<file path="src/rtl/axi_sram_slave.sv">
// rtl/axi_sram_slave.sv - AXI4 slave servicing write/read bursts from a single-port synchronous SRAM
module axi_sram_slave #(
   parameter int ID_WIDTH   = 10,
   parameter int ADDR_WIDTH = 64,
   parameter int DATA_WIDTH = 64,
   parameter int MEM_AW     = 12
) (
   input  logic                    clk,
   input  logic                    rst,
   input  logic [ID_WIDTH-1:0]     s_axi_awid,
   input  logic [ADDR_WIDTH-1:0]   s_axi_awaddr,
   input  logic [7:0]              s_axi_awlen,
   input  logic [2:0]              s_axi_awsize,
   input  logic [1:0]              s_axi_awburst,
   input  logic                    s_axi_awvalid,
   output logic                    s_axi_awready,
   input  logic [DATA_WIDTH-1:0]   s_axi_wdata,
   input  logic [DATA_WIDTH/8-1:0] s_axi_wstrb,
   input  logic                    s_axi_wlast,
   input  logic                    s_axi_wvalid,
   output logic                    s_axi_wready,
   output logic [ID_WIDTH-1:0]     s_axi_bid,
   output logic [1:0]              s_axi_bresp,
   output logic                    s_axi_bvalid,
   input  logic                    s_axi_bready,
   input  logic [ID_WIDTH-1:0]     s_axi_arid,
   input  logic [ADDR_WIDTH-1:0]   s_axi_araddr,
   input  logic [7:0]              s_axi_arlen,
   input  logic [2:0]              s_axi_arsize,
   input  logic [1:0]              s_axi_arburst,
   input  logic                    s_axi_arvalid,
   output logic                    s_axi_arready,
   output logic [ID_WIDTH-1:0]     s_axi_rid,
   output logic [DATA_WIDTH-1:0]   s_axi_rdata,
   output logic [1:0]              s_axi_rresp,
   output logic                    s_axi_rlast,
   output logic                    s_axi_rvalid,
   input  logic                    s_axi_rready,
   output logic                    mem_req,
   output logic                    mem_we,
   output logic [MEM_AW-1:0]       mem_addr,
   output logic [DATA_WIDTH-1:0]   mem_wdata,
   output logic [DATA_WIDTH/8-1:0] mem_wstrb,
   input  logic [DATA_WIDTH-1:0]   mem_rdata
);

   localparam int OFF = $clog2(DATA_WIDTH/8);
   localparam logic [1:0] RESP_OKAY   = 2'b00;
   localparam logic [1:0] RESP_SLVERR = 2'b10;
   localparam logic [1:0] RESP_DECERR = 2'b11;
   localparam logic [1:0] BURST_FIXED = 2'b00;
   localparam logic [1:0] BURST_INCR  = 2'b01;

   typedef enum logic [2:0] {IDLE, WDATA, WRESP, RADDR, RDATA, RRESP} state_t;

   state_t                  state, state_nx;
   logic [ID_WIDTH-1:0]     id_q;
   logic [ADDR_WIDTH-1:0]   addr_q;
   logic [7:0]              len_q;
   logic [7:0]              beat_q;
   logic [2:0]              size_q;
   logic [1:0]              burst_q;
   logic [1:0]              resp_q;
   logic                    err_q;
   logic                    prio_wr_q;
   logic [DATA_WIDTH-1:0]   rdata_q;
   logic                    rlast_q;

   logic                    grant_wr, grant_rd;
   logic                    last_beat;
   logic [ADDR_WIDTH-1:0]   next_addr;
   logic [ADDR_WIDTH-1:0]   sel_addr;
   logic [1:0]              sel_burst;
   logic [1:0]              accept_resp;

   assign last_beat = (beat_q == len_q);
   assign next_addr = (burst_q == BURST_INCR) ? addr_q + (ADDR_WIDTH'(1) << size_q) : addr_q;
   assign sel_addr  = grant_wr ? s_axi_awaddr  : s_axi_araddr;
   assign sel_burst = grant_wr ? s_axi_awburst : s_axi_arburst;

   // Classify the request being granted: bad burst type first, then range.
   always_comb begin
      accept_resp = RESP_OKAY;
      if (sel_burst != BURST_FIXED && sel_burst != BURST_INCR)
         accept_resp = RESP_SLVERR;
      else if (|sel_addr[ADDR_WIDTH-1:MEM_AW+OFF])
         accept_resp = RESP_DECERR;
   end

   assign mem_addr     = addr_q[MEM_AW+OFF-1:OFF];
   assign mem_wdata    = s_axi_wdata;
   assign mem_wstrb    = s_axi_wstrb;
   assign s_axi_bvalid = (state == WRESP);
   assign s_axi_bid    = id_q;
   assign s_axi_bresp  = resp_q;
   assign s_axi_rvalid = (state == RRESP);
   assign s_axi_rid    = id_q;
   assign s_axi_rresp  = resp_q;
   assign s_axi_rdata  = rdata_q;
   assign s_axi_rlast  = rlast_q;

   // State register.
   always_ff @(posedge clk) begin
      if (rst) state <= IDLE;
      else     state <= state_nx;
   end

   // Next state, arbitration grants, handshake readies and SRAM strobes.
   always_comb begin
      state_nx      = state;
      grant_wr      = 1'b0;
      grant_rd      = 1'b0;
      s_axi_awready = 1'b0;
      s_axi_arready = 1'b0;
      s_axi_wready  = 1'b0;
      mem_req       = 1'b0;
      mem_we        = 1'b0;
      case (state)
         IDLE: begin
            if (s_axi_awvalid && s_axi_arvalid) begin
               grant_wr = prio_wr_q;
               grant_rd = !prio_wr_q;
            end else begin
               grant_wr = s_axi_awvalid;
               grant_rd = s_axi_arvalid;
            end
            s_axi_awready = grant_wr;
            s_axi_arready = grant_rd;
            if (grant_wr)      state_nx = WDATA;
            else if (grant_rd) state_nx = RADDR;
         end
         WDATA: begin
            s_axi_wready = 1'b1;
            if (s_axi_wvalid) begin
               mem_req = !err_q;
               mem_we  = !err_q;
               if (last_beat) state_nx = WRESP;
            end
         end
         WRESP: begin
            if (s_axi_bready) state_nx = IDLE;
         end
         RADDR: begin
            mem_req  = !err_q;
            state_nx = RDATA;
         end
         RDATA: begin
            state_nx = RRESP;
         end
         RRESP: begin
            if (s_axi_rready) state_nx = last_beat ? IDLE : RADDR;
         end
         default: state_nx = IDLE;
      endcase
   end

   // Burst context, beat counting, response tracking and the read output register.
   always_ff @(posedge clk) begin
      if (rst) begin
         prio_wr_q <= 1'b1;
         id_q      <= '0;
         addr_q    <= '0;
         len_q     <= '0;
         beat_q    <= '0;
         size_q    <= '0;
         burst_q   <= '0;
         resp_q    <= RESP_OKAY;
         err_q     <= 1'b0;
         rdata_q   <= '0;
         rlast_q   <= 1'b0;
      end else begin
         if (state == IDLE && s_axi_awvalid && s_axi_arvalid)
            prio_wr_q <= !prio_wr_q;
         if (grant_wr || grant_rd) begin
            id_q    <= grant_wr ? s_axi_awid    : s_axi_arid;
            addr_q  <= sel_addr;
            len_q   <= grant_wr ? s_axi_awlen   : s_axi_arlen;
            size_q  <= grant_wr ? s_axi_awsize  : s_axi_arsize;
            burst_q <= sel_burst;
            beat_q  <= '0;
            resp_q  <= accept_resp;
            err_q   <= (accept_resp != RESP_OKAY);
         end
         if (state == WDATA && s_axi_wvalid) begin
            if (s_axi_wlast != last_beat) resp_q <= RESP_SLVERR;
            beat_q <= beat_q + 8'd1;
            addr_q <= next_addr;
         end
         if (state == RDATA) begin
            rdata_q <= err_q ? '0 : mem_rdata;
            rlast_q <= last_beat;
         end
         if (state == RRESP && s_axi_rready) begin
            beat_q  <= beat_q + 8'd1;
            addr_q  <= next_addr;
            rlast_q <= 1'b0;
         end
      end
   end

endmodule

</file>
<file path="config.mk">
export PLATFORM = sky130hd
export DESIGN_NAME = axi_sram_slave
export DESIGN_NICKNAME = d
export VERILOG_FILES = /design/src/rtl/axi_sram_slave.sv
export SDC_FILE = /design/constraint.sdc
export NUM_CORES = 1
export LEC_CHECK = 0
export CORE_AREA = 2 2 193 195
export CTS_BUF_LIST = sky130_fd_sc_hd__clkbuf_8
export DETAILED_ROUTE_END_ITERATION = 8
export DIE_AREA = 0 0 195 197
export PLACE_DENSITY_LB_ADDON = 0.1
export SLEW_MARGIN = 10
export SYNTH_ARGS = -nofsm -noshare
export SYNTH_HDL_FRONTEND = slang
export SYNTH_SLANG_ARGS = --single-unit
</file>
<file path="constraint.sdc">
create_clock -name clk -period 2.88 [get_ports clk]
set_input_delay 0.864 -clock clk [delete_from_list [all_inputs] [get_ports clk]]
set_output_delay 0.864 -clock clk [all_outputs]
set_load 0.03 [all_outputs]
</file>
==> results, run 1 <==
- The fraction of synthesized cell area taken by the top area cell type is 0.359.
- The sequential-to-total area share from yosys stat is 0.359.
- The reported net switching power is between 1.5 and 2 mW.
- The largest total area in the synthesized netlist belongs to sky130_fd_sc_hd__dfxtp_1.
- Of the total power, the clock network draws 0.318.
- TritonCTS created 17 clock buffers.
- The worst register-to-register path has a setup slack of around 0.23 ns.
- In the routed layout, each cell is associated on average with a via count of 4.25.
- The worst setup path is of the input port to primary output kind.
- The number of buffers inserted for hold repair after clock tree synthesis is 0.
- The detail route stage leaves a number of antenna-violating nets equal to 0.
- The DRC violations left is 0.
- In this run the critical register-to-register path is launched from size_q[0].
- The synthesized area divided by synthesized cell count is roughly 7.8 sq um.
- After routing the design area is around 11,000 sq um.
- Broken down by cell family, the worst path's largest delay share belongs to buffers and inverters.
- The number of filler cells placed in the layout is around 4,000.
- Synthesis inferred roughly 120 register bits.
- Dividing the detail-routed wire length by the instance count gives approximately 17 um.
- The initial utilization of the core area, before any placement, comes to 0.181.
- The power per cell area is ~540 nW/um^2.
- The reported max-cap violation count is 0.
- Row generation in the floorplan step produced 70 rows.
- The flow ran to the end, and the final reports show no timing, DRC or antenna violations.
- For this run, the detailed router's first-pass iteration total came to 6.
- In this run, synthesis inferred 0 flip-flops with an integrated enable.
- At the end of routability-driven placement, the weighted congestion stood at 0.763.
- In the final layout, the share of cells above drive strength 1 is 0.0725.
- At the end of the flow the core is filled with cells to 0.291.
- Counting both buffers and inverters, the worst setup path holds a total of 2.
- The number of hold-slack violations in the final timing report is 0.
- The critical path arrival is approximately 1.9 ns.
- Excluding fillers, the count of instances in the completed layout stands at 1,571.
- The slowest stage of the critical path belongs to the cell sky130_fd_sc_hd__clkdlybuf4s50_1.
- The transition time of the tightest slew-check pin is around 0.63 ns.
- Dividing the final minimum period by the clock period gives 0.966.
- The number of antenna violations at the first check in global routing was 3.
- The kind of start point of the critical path is an input port.
- In the post-synthesis netlist, the biggest area contributors are sky130_fd_sc_hd__dfxtp_1 36%, sky130_fd_sc_hd__buf_4 11%, sky130_fd_sc_hd__nand2_1 8.6%.
- The die covers between 30,000 and 40,000 sq um.
- The I/O pin total is 498.
- The area growth from synthesis to layout is 60.4%.
- The kind of end point of the critical path is a primary output.
- During placement, the flow inserted port buffers numbering roughly 350.
- The total grt overflow is 0.
- VDD sags by at most 271 uV.
- After synthesis the cells add up to 6570 sq um.
- The longest clock path from root to sink contains 2 buffers.
- The worst register-to-register path ends at addr_q[11].
- In this run the static leakage power is 3.70 nW.
- The largest stage delay on the critical path is ~0.58 ns.
- Setup repair after global routing left no endpoint under its margin.
- The root buffer cell chosen for the clock tree is sky130_fd_sc_hd__clkbuf_8.
- The number of DRC markers in iteration 0 is between 200 and 250.
- The post-route minimum period is ~2.8 ns.
- The startpoint identified for the worst hold timing path is s_axi_rdata[1].
- The worst slew margin relative to its limit is 0.583.
- The worst hold path depth is 2.
- The H-tree level count is 4.
- The total power draw is between 5 and 6 mW.
- Among all flip-flop cells after synthesis, the most frequent one is sky130_fd_sc_hd__dfxtp_1.
- The synthesized netlist net count is approximately 1,200.
- In the layout the commonest cells are 344 x sky130_fd_sc_hd__clkdlybuf4s50_1, 151 x sky130_fd_sc_hd__nand2_1, 117 x sky130_fd_sc_hd__dfxtp_1, 88 x sky130_fd_sc_hd__a21oi_1, 68 x sky130_fd_sc_hd__nand3b_1.
- The total area inside the core boundary comes to approximately 36,000 sq um.
- Synthesis handed over a netlist of between 800 and 900 instances.
- The portion of total power attributed to combinational logic is 0.342.
- In this run the horizontal extent of the chip is between 150 and 200 um.
- CTS saw 118 sinks.
- The critical path required time is 2.02 ns.
- The number of unique standard cell types used by synthesis is between 40 and 50.
- The hold-critical path endpoint is s_axi_rdata[1].
- The wire length after detailed routing is 26,700 um.
- Clock skew on the completed layout was measured at ~0.010 ns.
- The proportion of register bits with asynchronous set or reset after synthesis is 0.
- For this block, the via count after detailed routing is between 6,000 and 7,000.
- The count of placed standard cells including taps is about 1,500.
- Setup violations remaining at the end of the flow were counted as 0.
- The global-route wire length before repair is roughly 40,000 um.
- The wire-length estimate of the detail-placed layout is 20,300 um.
- The internal power is roughly 3.8 mW.
- The Yosys step of the flow raised 0 warnings.
- The number of pins with negative max-slew slack in the final report is 0.
- Entering global routing, the biggest net connects 65 pins.
- Of all nets on the critical path, the largest fanout is 5.
- The post-layout net count is between 1,000 and 1,500.
- For the worst flop-to-flop path, the logic depth is 7.
- The kind of path behind the tightest hold check is register to register.
- The share of total power dissipated in sequential elements is 0.340.
- The number of antenna diodes is 0.
- The total global-route track usage is 0.135.
- The clock latency on the worst-skew pair is approximately 0.45 ns.
- From bottom edge to top edge, the die measures 197 um.
- Derived from the worst setup path, the maximum achievable clock frequency is 0.360 GHz.
- The number of global-route vias before repair is 6,695.
- Clock-pin slew was measured on the worst setup and hold paths at 0.07 ns.
- The instance area after placement is just over 10,000 sq um.
- The net switching share of the total power is 0.340.
- The most common library cell in the layout ignoring fill and taps is sky130_fd_sc_hd__clkdlybuf4s50_1.
- The CTS tree is built.
- The critical path goes through clkdlybuf4s50_1, o211ai_1, nor2_1, buf_12.
-- cell usage after synthesis, drive strengths merged (3+ instances only) --
master	n
clkbuf	44
ha	9
a22oi	3
nor3	14
nand4	7
o21ai	19
a311oi	23
and3b	3
dfxtp	118
nand2b	4
buf	111
nor3b	6
xnor2	7
o311ai	3
nand2	151
o21a	4
a21oi	89
xor2	12
nand3b	68
a211oi	4
inv	5
and3	7
o31ai	3
mux2i	4
a31oi	8
o211ai	6
nor2	52
nor4	26
nor2b	3
nand3	13
-- worst register-to-register path, stage by stage (launching register included) --
cell	delay, ns
sky130_fd_sc_hd__dfxtp_1	0.51
sky130_fd_sc_hd__nor3b_1	0.38
sky130_fd_sc_hd__ha_1	0.32
sky130_fd_sc_hd__a211oi_1	0.28
sky130_fd_sc_hd__o211ai_1	0.18
sky130_fd_sc_hd__a21oi_1	0.40
sky130_fd_sc_hd__nor3_2	0.11
sky130_fd_sc_hd__a2111oi_1	0.38
-- cells by family after synthesis --
logic type | Yosys count | synth area share
and+or+nand+nor | 359 | 0.281
buffers and inverters | 161 | 0.149
DFF | 118 | 0.359
AOI/OAI and AO/OA | 171 | 0.159
xor gates and xnor gates | 19 | 0.0253
muxes | 4 | 0.00609
adders and majority gates | 10 | 0.0202
-- stage by stage --
stage               setup slack (ns)  hold slack [ns]  TNS [ns]
floorplan                      0.199            0.465         0
global placement            -0.00285            0.439  -0.00285
detailed placement           -0.0593            0.442   -0.0593
CTS                           0.0231            0.453         0
global route                  0.0162            0.470         0
finish                        0.0984            0.448         0
-- per-layer routing --
layer,vias up,part of all wire,global-route usage
li1,3347,-,-
met1,3039,0.48,0.185
met2,257,0.43,0.204
met3,26,0.076,0.0465
met4,2,0.010,0.0314
met5,-,0.00049,0
-- power groups by stage --
| stage | Clock, mW | Combinational, mW | Sequential (mW) |
|---|---|---|---|
| 6_report | 1.81 | 1.95 | 1.94 |
| 5_1_grt | 1.97 | 2.12 | 1.96 |
| 4_1_cts | 1.90 | 1.99 | 1.94 |
| 3_5_place_dp | 0 | 1.98 | 1.98 |
| 3_3_place_gp | 0 | 1.99 | 1.98 |
| 2_1_floorplan | 0 | 1.22 | 2.01 |
-- layout make-up --
cell class / instances / area [sq um] / share of cell area
clock buffers: 17 / 234 / 0.0222
clock inverters: 14 / 224 / 0.0212
inverters: 6 / 22.5 / 0.00214
multi-input cells: 563 / 3250 / 0.308
repair buffers: 385 / 3860 / 0.366
flip-flops and latches: 118 / 2360 / 0.224
well taps: 468 / 586 / 0.0555
-- flip-flops by register name, indices dropped and copies added (netlist names) --
name / count
prio_wr_q: 1
beat_q: 8
s_axi_bresp: 2
state: 3
burst_q: 2
s_axi_rlast: 1
s_axi_rdata: 64
addr_q: 15
s_axi_bid: 10
size_q: 3
err_q: 1
len_q: 8
-- worst max path at each step --
stage                  start       endpoint  slack (ns)  cells after the start
2_1_floorplan       state[0]         mem_we        0.20                      3
3_5_place_dp    s_axi_wvalid      addr_q[9]       -0.06                      8
3_3_place_gp    s_axi_wvalid      addr_q[9]      -0.003                      8
5_1_grt            size_q[0]     addr_q[11]        0.02                      7
4_1_cts        s_axi_arvalid  s_axi_arready        0.02                      6
6_report        s_axi_wvalid        mem_req         0.1                      4
-- what timing repair did --
action                     CTS  global route
setup endpoints to repair    3             1
gates resized for setup      3             2
gates cloned                 0             0
buffers inserted             0             0
Note: power is estimated with default switching activity, not from simulation.
==> inputs of run 2 (changes only) <==
CAP_MARGIN = 25   (was not set)
CORE_AREA = 2 2 196 198   (was 2 2 193 195)
DIE_AREA = 0 0 198 200   (was 0 0 195 197)
clock period = 2.4 ns   (was 2.88 ns; I/O delays follow)
==> run 2 against run 1 <==
Compared with the run above: combinational power rose by 36%; routed wire length rose by 6.1%; global-route usage rose by 0.61 points; non-clock buffer count rose by 37; sequential share of layout area fell by 0.82 points; sequential cell count did not move; utilization rose by 0.35 points; critical endpoint is now mem_addr[9]; final area rose by 4.4%; clock skew rose by 0.0049 ns; clock-buffer cell count did not move; power rose by 18%; worst setup slack got worse by 0.026 ns; highest routed layer unchanged.
==> results, run 2 (synthesis results as in run 1) <==
- The DRC violations left is 0.
- The worst setup path is launched from a register.
- The number of antenna violations at the first check in global routing is 2.
- The sink count of the clock tree is between 100 and 150.
- The slowest cell on the critical path is sky130_fd_sc_hd__clkdlybuf4s50_1.
- The die span in y is 200 um.
- In the layout the commonest cells are 337 x sky130_fd_sc_hd__clkdlybuf4s50_1, 151 x sky130_fd_sc_hd__nand2_1, 112 x sky130_fd_sc_hd__dfxtp_1, 85 x sky130_fd_sc_hd__a21oi_1, 68 x sky130_fd_sc_hd__nand3b_1.
- The library cell used most frequently in the layout, excluding fill and tap cells, is sky130_fd_sc_hd__clkdlybuf4s50_1.
- The number of global-route vias before repair is just over 7,000.
- The fraction of layout cells with a size suffix above 1 is 0.125.
- After detailed routing, the number of vias per cell comes to roughly 4.1.
- For the worst setup path, the data arrival time is around 1.6 ns.
- The static leakage is just under 4 nW.
- The weighted congestion reported at the end of routability-driven placement is ~0.74.
- The count of placed standard cells including taps is around 1,600.
- The area of the core is roughly 37,000 sq um.
- The via total after detailed routing is between 6,000 and 7,000.
- The flow ran to the end, and the final reports show no timing, DRC or antenna violations.
- Summed over all layers, the routed wires come to approximately 28,000 um.
- The I/O pin total is between 400 and 500.
- The number of buffers and inverters on the critical path is 1.
- The H-tree level count is 4.
- The worst vdd rail ir drop is a little under 300 uV.
- The routed design could run at a clock period as short as 2.33 ns.
- The worst setup path is of the register to primary output kind.
- At the end of the flow, the number of nets in the layout was 1,456.
- The detailed placement HPWL is 21,500 um.
- Across every metal layer, demand over resource in global routing totals 0.142.
- The reported max-cap violation count is 0.
- The critical path goes through clkdlybuf4s50_1.
- The CTS tree is built.
- No sink is reached through more buffers than the 2 on the longest clock path.
- Power comes to ~6.7 mW.
- The maximum operating frequency is ~0.43 GHz.
- The final standard cell count with taps included and fillers excluded is ~1,700.
- Clock-pin slew was measured on the worst setup and hold paths at about 0.090 ns.
- Fill cells in the final layout number ~4,000.
- The summed negative setup slack over all endpoints is 0 ns.
- For the pin with the worst max-slew slack, the measured transition is 0.754 ns.
- Dividing total power by cell area gives a power density of a little over 600 nW/um^2.
- Setup repair after global routing could not meet its margin everywhere.
- The final worst-path cycle share is 0.970.
- Setup violations remaining at the end of the flow were counted as 0.
- The number of pins with negative max-slew slack in the final report was 0.
- The wire length per cell is roughly 17 um.
- In this run, the number of DRC markers left after iteration 0 of detailed routing was between 150 and 200.
- The number of flip-flops in the largest register is 64.
- The total of buffers placed on input and output ports is between 300 and 400.
- The die covers slightly below 40,000 sq um.
- Buffers inserted to repair hold after CTS numbered 0.
- The number of clock buffers inserted by TritonCTS is 17.
- The total grt overflow is 0.
- Of all nets on the critical path, the largest fanout is 5.
- For the worst-skew pair, the clock arrives at the later sink with an insertion delay of 0.45 ns.
- In this run the tightest slew margin relative to its limit is 0.497.
- The number of antenna diodes is 0.
- The kind of path behind the tightest hold check is register to register.
- The largest stage delay on the critical path is 0.72 ns.
- The number of hold-slack violations in the final timing report came to 0.
- The category of cells accounting for the largest share of critical-path delay is buffers and inverters.
- The horizontal die dimension is a little under 200 um.
- The largest clock skew in the final design is between 0.015 and 0.02 ns.
- The global-route wire length before repair is ~42,000 um.
- The initialized floorplan defines 71 standard-cell rows.
- The largest net degree at the start of global routing is 66.
- From synthesis to final layout, the design area changed by 67.4%.
- The clock root buffer master is sky130_fd_sc_hd__clkbuf_8.
- The remaining number of nets flagged by the antenna check after routing is 0.
- The kind of end point of the critical path is a primary output.
- Before antenna repair, the detailed router went through 5 iterations.
- The initial utilization of the core area, before any placement, comes to 0.176.
- The critical path required time is approximately 1.7 ns.
[run 2: final timing paths]
path,start,endpoint,slack (ns),cells after the start
worst max register to register,size_q[1],addr_q[14],0.10,9
worst min register to register,s_axi_rdata[60],s_axi_rdata[60],0.45,2
worst max-delay path,addr_q[12],mem_addr[9],0.07,1
worst min-delay path,s_axi_rdata[60],s_axi_rdata[60],0.45,2
[run 2: through the flow]
stage	util	hold slack, ns	cell area, sq um	worst slack, ns
after floorplan	-	0.465	6580	0.0430
after global placement	0.280	0.438	10500	-0.226
after detailed placement	0.280	0.442	10500	-0.251
after CTS	0.291	0.454	10900	0.00157
after global routing	0.294	0.469	11000	-0.0510
final	0.294	0.450	11000	0.0724
[run 2: power breakdown]
group	switching [mW]	leakage [nW]	total [mW]	internal (mW)
Clock	1.02	0.172	1.76	0.735
Combinational	1.29	2.79	2.66	1.37
Sequential	0.183	0.964	2.32	2.14
[run 2: metal layers]
metal | routed length (um) | track usage
met3 | 2400 | 0.0559
met4 | 416 | 0.0393
met1 | 12900 | 0.180
met5 | 27 | 0
met2 | 12500 | 0.221
[run 2: area by class of cell]
class	count	area (sq um)	share of cell area
timing repair buffer	422	4270	0.388
inverter	6	22.5	0.00205
clock inverter	15	121	0.0110
tap	511	639	0.0581
clock buffer	17	234	0.0213
multi-input combinational	563	3340	0.304
sequential	118	2380	0.216
[run 2: what timing repair did]
| item | in CTS | in global routing |
|---|---|---|
| setup endpoints to repair | 9 | 13 |
| pin swaps | 2 | 8 |
| buffers inserted | 0 | 5 |
| resized for setup | 16 | 26 |
